--- config.mk ---
export PLATFORM = sky130hd
export DESIGN_NAME = req_capture_encoder
export DESIGN_NICKNAME = d
export VERILOG_FILES = /design/src/rtl/req_capture_encoder_pkg.sv /design/src/rtl/req_capture_encoder_prio_enc_8x3.sv /design/src/rtl/req_capture_encoder.sv
export SDC_FILE = /design/constraint.sdc
export NUM_CORES = 1
export LEC_CHECK = 0
export CAP_MARGIN = 0
export CORE_UTILIZATION = 43
export DETAILED_ROUTE_END_ITERATION = 7
export PLACE_DENSITY_LB_ADDON = 0.25
export SYNTH_ARGS = -nofsm -noshare
export SYNTH_HDL_FRONTEND = slang
export SYNTH_SLANG_ARGS = --single-unit
export TNS_END_PERCENT = 5
--- constraint.sdc ---
create_clock -name clk -period 1.73 [get_ports clk]
set_input_delay 0.2595 -clock clk [delete_from_list [all_inputs] [get_ports clk]]
set_output_delay 0.2595 -clock clk [all_outputs]
set_load 0.05 [all_outputs]
--- src/rtl/req_capture_encoder_pkg.sv ---
// Shared sizes, FSM encoding and helpers for the request capture encoder.
package req_capture_encoder_pkg;

  localparam int NUM_REQ = 8;
  localparam int CODE_W  = 3;

  typedef enum logic [0:0] {
    IDLE    = 1'b0,
    PRESENT = 1'b1
  } state_e;

  // Expand a source index into the pending-bit clear mask.
  function automatic logic [NUM_REQ-1:0] onehot(input logic [CODE_W-1:0] idx);
    logic [NUM_REQ-1:0] one_s;
    one_s = {{(NUM_REQ-1){1'b0}}, 1'b1};
    return one_s << idx;
  endfunction

endpackage

--- src/rtl/req_capture_encoder_prio_enc_8x3.sv ---
// Combinational 8-to-3 priority encoder: index of the highest set bit, bit 7 wins.
module prio_enc_8x3
  import req_capture_encoder_pkg::*;
(
  input  logic [NUM_REQ-1:0] in_vec,
  output logic [CODE_W-1:0]  idx,
  output logic               any
);

  // Scan upward so the highest set bit overwrites lower ones.
  always_comb begin
    idx = {CODE_W{1'b0}};
    any = |in_vec;
    for (int i = 0; i < NUM_REQ; i++) begin
      if (in_vec[i]) begin
        idx = CODE_W'(i);
      end else begin
        idx = idx;
      end
    end
  end

endmodule

--- src/rtl/req_capture_encoder.sv ---
// Captures request events into a pending register and presents one source
// index at a time through a valid/ready handshake.
module req_capture_encoder
  import req_capture_encoder_pkg::*;
#(
  parameter bit EDGE_MODE = 1'b1
) (
  input  logic                clk,
  input  logic                rst_n,
  input  logic [NUM_REQ-1:0]  req,
  input  logic [NUM_REQ-1:0]  mask,
  input  logic                ready,
  output logic [CODE_W-1:0]   code,
  output logic                valid,
  output logic [NUM_REQ-1:0]  pending,
  output logic                overflow
);

  logic [NUM_REQ-1:0] req_q_r;
  logic [NUM_REQ-1:0] pending_r;
  logic [CODE_W-1:0]  code_r;
  logic               valid_r;
  logic               overflow_r;
  state_e             state_r;

  logic [NUM_REQ-1:0] event_s;
  logic [NUM_REQ-1:0] clr_s;
  logic [NUM_REQ-1:0] pending_nxt_s;
  logic [NUM_REQ-1:0] candidates_s;
  logic               accept_s;
  logic               lost_s;
  logic [CODE_W-1:0]  sel_idx_s;
  logic               sel_any_s;
  state_e             state_nxt_s;
  logic [CODE_W-1:0]  code_nxt_s;
  logic               valid_nxt_s;

  prio_enc_8x3 u_prio_enc (
    .in_vec (candidates_s),
    .idx    (sel_idx_s),
    .any    (sel_any_s)
  );

  // Event detection, pending update and loss detection. A new event on a bit
  // being accepted wins, so that bit stays pending without counting as lost.
  always_comb begin
    if (EDGE_MODE) begin
      event_s = req & ~req_q_r;
    end else begin
      event_s = req;
    end
    accept_s      = (state_r == PRESENT) && valid_r && ready;
    clr_s         = accept_s ? onehot(code_r) : {NUM_REQ{1'b0}};
    pending_nxt_s = (pending_r & ~clr_s) | event_s;
    lost_s        = |(event_s & pending_r & ~clr_s);
    candidates_s  = pending_r & ~mask;
  end

  // Presentation FSM: mask only gates selection in IDLE, never a live grant.
  always_comb begin
    state_nxt_s = state_r;
    code_nxt_s  = code_r;
    valid_nxt_s = valid_r;
    case (state_r)
      IDLE: begin
        if (sel_any_s) begin
          code_nxt_s  = sel_idx_s;
          valid_nxt_s = 1'b1;
          state_nxt_s = PRESENT;
        end else begin
          valid_nxt_s = 1'b0;
        end
      end
      PRESENT: begin
        if (ready) begin
          valid_nxt_s = 1'b0;
          state_nxt_s = IDLE;
        end else begin
          valid_nxt_s = 1'b1;
        end
      end
      default: begin
        valid_nxt_s = 1'b0;
        state_nxt_s = IDLE;
      end
    endcase
  end

  // State registers; reset overrides every other update.
  always_ff @(posedge clk) begin
    if (!rst_n) begin
      req_q_r    <= {NUM_REQ{1'b0}};
      pending_r  <= {NUM_REQ{1'b0}};
      code_r     <= {CODE_W{1'b0}};
      valid_r    <= 1'b0;
      overflow_r <= 1'b0;
      state_r    <= IDLE;
    end else begin
      req_q_r    <= req;
      pending_r  <= pending_nxt_s;
      code_r     <= code_nxt_s;
      valid_r    <= valid_nxt_s;
      overflow_r <= overflow_r | lost_s;
      state_r    <= state_nxt_s;
    end
  end

  assign code     = code_r;
  assign valid    = valid_r;
  assign pending  = pending_r;
  assign overflow = overflow_r;

endmodule

Word-level counts from Yosys, hierarchy flattened
Index checks and enable logic that the tools add are counted.

Output and inout port bits: 13. Bits in registers: 21. Input bits: 19.

Bitwise gates (word level): 11. Reduce and logical (&&, ||, !) cells: 4. Shift-type cells: 1. Muxes and demuxes: 11.

Operators with widths (count): 8-bit bitwise AND (5); 8-bit inverter (3); 8-bit OR reduction (2); 3-bit 2-to-1 mux (4); 8-bit 2-to-1 mux (1); 8-bit OR (1); 1-bit by 3-bit << shifter with 8-bit output, first input constant (1); 2-bit 2-to-1 mux (2); 1-bit 2-to-1 mux (3); 1-bit one-hot mux with 2 select lines (1); 2-bit AND reduction (1); 1-bit logical AND (1); 1-bit inverter (1); 1-bit OR (1).

Logic depth before layout (Yosys ltp)
Depth in word-level cells: 9. Depth in mapped cells: 5. Depth with buffers taken out: 5.

By module
From an unflattened synthesis, not the netlist that was laid out.

Cells, all modules: 96. Area, all modules: 899.6 µm².

By module, submodules not included: req_capture_encoder (seq. area each 420.4 µm², area each 833.3 µm², times used 1, cells each 84); prio_enc_8x3 (seq. area each 0.0 µm², area each 66.3 µm², times used 1, cells each 12).

Least setup slack after synthesis
Ideal clock, no wire load.

Kind: flip-flop to flip-flop. From: register state_r. To: register overflow_r, in the netlist overflow. Setup time: 0.125 ns. Arrival: 1.648 ns. Path slack: -0.043 ns. Clock period less this slack: 1.773 ns. Data required time: 1.605 ns. Cell stages (with the launch flop): 6. Cells stage by stage: dfxtp_1 -> and3b_2 -> nand3_1 -> nand2_1 -> o22ai_1 -> o41a_1.

Word-level cells in the longest chain between the ends: 6.

RTL lines: start: declaration (line req_capture_encoder.sv:24) `state_e state_r;`; start signal: assignment (line req_capture_encoder.sv:104) `state_r <= state_nxt_s;`; 1-bit logical AND (line req_capture_encoder.sv:52) `accept_s = (state_r == PRESENT) && valid_r && ready;`; 8-bit 2-to-1 mux (line req_capture_encoder.sv:53) `clr_s = accept_s ? onehot(code_r) : {NUM_REQ{1'b0}};`; 8-bit inverter (line req_capture_encoder.sv:55) `lost_s = |(event_s & pending_r & ~clr_s);`; 8-bit bitwise AND (line req_capture_encoder.sv:55); 8-bit OR reduction (line req_capture_encoder.sv:55); 1-bit OR (line req_capture_encoder.sv:103) `overflow_r <= overflow_r | lost_s;`; end signal: assignment (line req_capture_encoder.sv:103); end: declaration (line req_capture_encoder.sv:23) `logic overflow_r;`.

Every way passes these cells. A chain may end at the register's enable or synchronous reset.

Worst setup path in the final report
From: input ready. To: register overflow_r, in the netlist overflow.

Word-level cells in the longest chain between the ends: 6.

RTL lines: start: declaration (line req_capture_encoder.sv:12) `input logic ready,`; 1-bit logical AND (line req_capture_encoder.sv:52); 8-bit 2-to-1 mux (line req_capture_encoder.sv:53); 8-bit inverter (line req_capture_encoder.sv:55); 8-bit bitwise AND (line req_capture_encoder.sv:55); 8-bit OR reduction (line req_capture_encoder.sv:55); 1-bit OR (line req_capture_encoder.sv:103).

Every way passes these cells.

==> qor.log <==
[timing] Setup-failing EPs final 0
[routing] vias 819
[routing] number of design rule violations left after detail routing 0
[clock_network] total clock sinks 21
[timing] TNS Setup 0 ns
[timing] number of hold violations in the final report 0
[timing] worst-case hold slack 0.516 ns
[yosys] dominant cell type by area after synthesis dfxtp_1
[timing] Worst-Margin Slew 0.342 ns
[setup_path] WS Path Type in2reg
[finish] Area growth syn-to-layout 37.4%
[setup_path] Worst R2R Start state_r$_SDFF_PN0_
[power_and_ir_drop] Max IR drop VDD 0.000546 V
[yosys] synthesis-stage register bit count 21
[power_and_ir_drop] proportion of power drawn by flip-flops and latches 49.2%
[timing] worst slew margin relative to its limit 77.1%
[global_route] overall routing resource usage 17.6%
[timing] fmax 0.680 GHz
[timing] period utilisation layout 85.0%
[routing] drt pass-1 iters 4
[min_path] class of the tightest hold or removal check reg2reg
[setup_path] arrival time at the worst endpoint 1.67 ns
[power_and_ir_drop] clock share of power 20.8%
[clock_network] Clock Root Buffer clkbuf_4
[clock_network] latest clock arrival within the worst-skew pair 0.31 ns
[routing] number of vias per cell after detailed routing 4.99
[clock_network] clock buffers created by TritonCTS 3
[power_and_ir_drop] switching power 386 uW
[clock_network] clock input transition at the sequential cells of the worst setup and hold paths 0.11 ns
[job] max_cap viols 0
[routing] uppermost routed layer met4
[yosys] library cells used by synthesis 27
[finish] ratio of cells with drive above 1 in the final layout 17.5%
[setup_path] largest fanout on the critical path 4
[power_and_ir_drop] proportion of power drawn by combinational gates 30.0%
[finish] final core utilization 63.8%
[yosys] synthesized area divided by synthesized cell count 9.11 sq um
[clock_network] clock tree from TritonCTS done
[power_and_ir_drop] switching portion of total power 33.8%
[yosys] cell area after synthesis 930 sq um
[routing] Routed WL per cell 11.8 um
[clock_network] Max clock buf depth 2
[routing] ANT nets after route 0
[global_route] pin count of the biggest net entering global routing 15
[global_route] wire length of the first global-routing pass 3200 um
[setup_path] category of the worst setup path capture point register
[power_and_ir_drop] cell area power density 894 mW/mm^2
[timing] Slew Limit Fails 0
[finish] final layout net count 157
[routing] DRT Wirelength 1940 um
[placement] number of input and output port buffers inserted 31
[placement] RD Place Congestion 0.882
[placement] Placed Cells 160
[min_path] worst min-delay path startpoint pending[2]$_SDFF_PN0_
[yosys] commonest register cell after synthesis dfxtp_1
[power_and_ir_drop] Leak 0.526 nW
[power_and_ir_drop] internal power summed over all cells 755 uW
[yosys] most area-consuming cells after synthesis dfxtp_1 45%, nand2b_1 6.7%, a21boi_0 5.7%
[yosys] share of async-settable or async-resettable flops after synthesis 0%
[yosys] sequential share of the synthesized area 45.2%
[outcome] result of the run completed
[yosys] Gate Count Post-Synth 102
[routing] routed length on met1 951 um
[clock_network] count of hold buffers inserted by post-cts repair 0
[yosys] Net Count, Synth 121
[finish] final cell count without fillers 164
[clock_network] CTS H-Tree Depth 1
[floorplanning] Die Height 48.5 um
[placement] HPWL after detailed placement 1520 um
[global_route] number of global-route vias before repair 758
[finish] Inserted Diodes 0
[yosys] area fraction of the dominant cell type after synthesis 45.2%
[timing] minimum clock period after layout 1.47 ns
[timing] RSZ-0062 raised after global routing false
[finish] final design area excluding fillers 0.00128 sq mm
[yosys] total of warnings raised by yosys 0
[clock_network] number of resized instances in the post-cts repair step 0
[routing] starting DRC count in detailed routing 11
[setup_path] CP Launch Type input port
[global_route] global route total overflow 0
[global_route] number of antenna violations at the first check in global routing 0
[floorplanning] initial core utilization 46.4%
[finish] fill count 180
[timing] clk_skew 0.00630 ns
[placement] area after detailed placement 0.00125 sq mm
[setup_path] crit path launch ready
[clock_network] setup bufs post-CTS 0
[floorplanning] die width 48.5 um
[floorplanning] area of the core 0.00200 sq mm
[setup_path] critical path data required time 1.93 ns
[yosys] most frequent cells after synthesis 21 x dfxtp_1, 13 x nand2_1, 10 x nand2b_1
[yosys] Post-synth EDFFs 0
[routing] total length of routed met2 wires 888 um
[floorplanning] number of primary I/O pins 32
[yosys] most frequent cell after synthesis dfxtp_1
[routing] Detail Route met3 WL 69 um
[floorplanning] row cnt 16
[floorplanning] die area 0.00235 sq mm
through the flow:
step | setup WS (ns) | total power [mW]
floorplan | 0.0448 | 0.792
global placement | -0.0505 | 0.911
detailed placement | -0.0774 | 0.916
CTS | 0.263 | 1.15
global route | 0.189 | 1.20
finish | 0.260 | 1.14
cells by family after synthesis:
| kind of cell | share of synthesized area, % |
|---|---|
| compound gates | 17.5 |
| simple gates | 36.1 |
| flops | 45.2 |
| buf+inv | 1.21 |
power by group through the flow:
stage / clock network [mW] / registers [mW] / logic [mW]
2_1_floorplan: 0 / 0.673 / 0.119
3_3_place_gp: 0 / 0.572 / 0.338
3_5_place_dp: 0 / 0.574 / 0.342
4_1_cts: 0.244 / 0.563 / 0.343
5_1_grt: 0.268 / 0.571 / 0.363
6_report: 0.238 / 0.562 / 0.342
state kept, by name, summed over array words and instances, names as in the netlist:
signal    cells
pending       8
code          3
overflow      1
state_r       1
req_q_r       8
cell usage in the layout, fill, tap and decap left out, drive strengths merged, types with 2 or more instances in the layout:
| cell type | netlist | layout |
|---|---|---|
| a211oi | 2 | 2 |
| a21boi | 7 | 7 |
| a21oi | 4 | 4 |
| and2 | 8 | 8 |
| buf | 0 | 15 |
| clkbuf | 2 | 3 |
| clkdlybuf4s50 | 0 | 18 |
| dfxtp | 21 | 21 |
| nand2 | 13 | 13 |
| nand2b | 10 | 10 |
| nand3 | 3 | 3 |
| nand3b | 2 | 2 |
| nor2 | 4 | 4 |
| nor2b | 9 | 9 |
| nor4 | 2 | 2 |
| o21ai | 2 | 2 |
| o22ai | 3 | 3 |
routing by layer:
metal / up-vias / global-route usage (%)
met5: - / 0
met4: 0 / 7.35
met3: 4 / 2.83
met2: 19 / 28.9
met1: 369 / 22.8
li1: 427 / -
worst max-delay path, cell delays in order:
cell and delay (ns):
clkdlybuf4s50_1 0.49, and3b_2 0.24, nand3_1 0.08, nand2_1 0.09, o22ai_1 0.09, o41a_1 0.42
final cells by class:
type                            instances  area (sq um)  area share, %
Clock buffer                            3          22.5           1.76
Clock inverter                          1          5.00          0.392
Inverter                                1          3.75          0.294
Multi-Input combinational cell         78           498           39.0
Sequential cell                        21           422           33.0
Tap cell                               27          33.8           2.64
Timing Repair Buffer                   33           293           22.9
worst paths after layout:
kind / to / slack [ns] / cells after the start
worst min register to register: pending[2]$_SDFF_PN0_ / 0.52 / 2
worst max register to register: overflow$_SDFF_PN0_ / 0.29 / 5
worst min-delay path: pending[2]$_SDFF_PN0_ / 0.52 / 2
worst max-delay path: overflow$_SDFF_PN0_ / 0.26 / 6
Note: power is estimated with default switching activity, not from simulation.
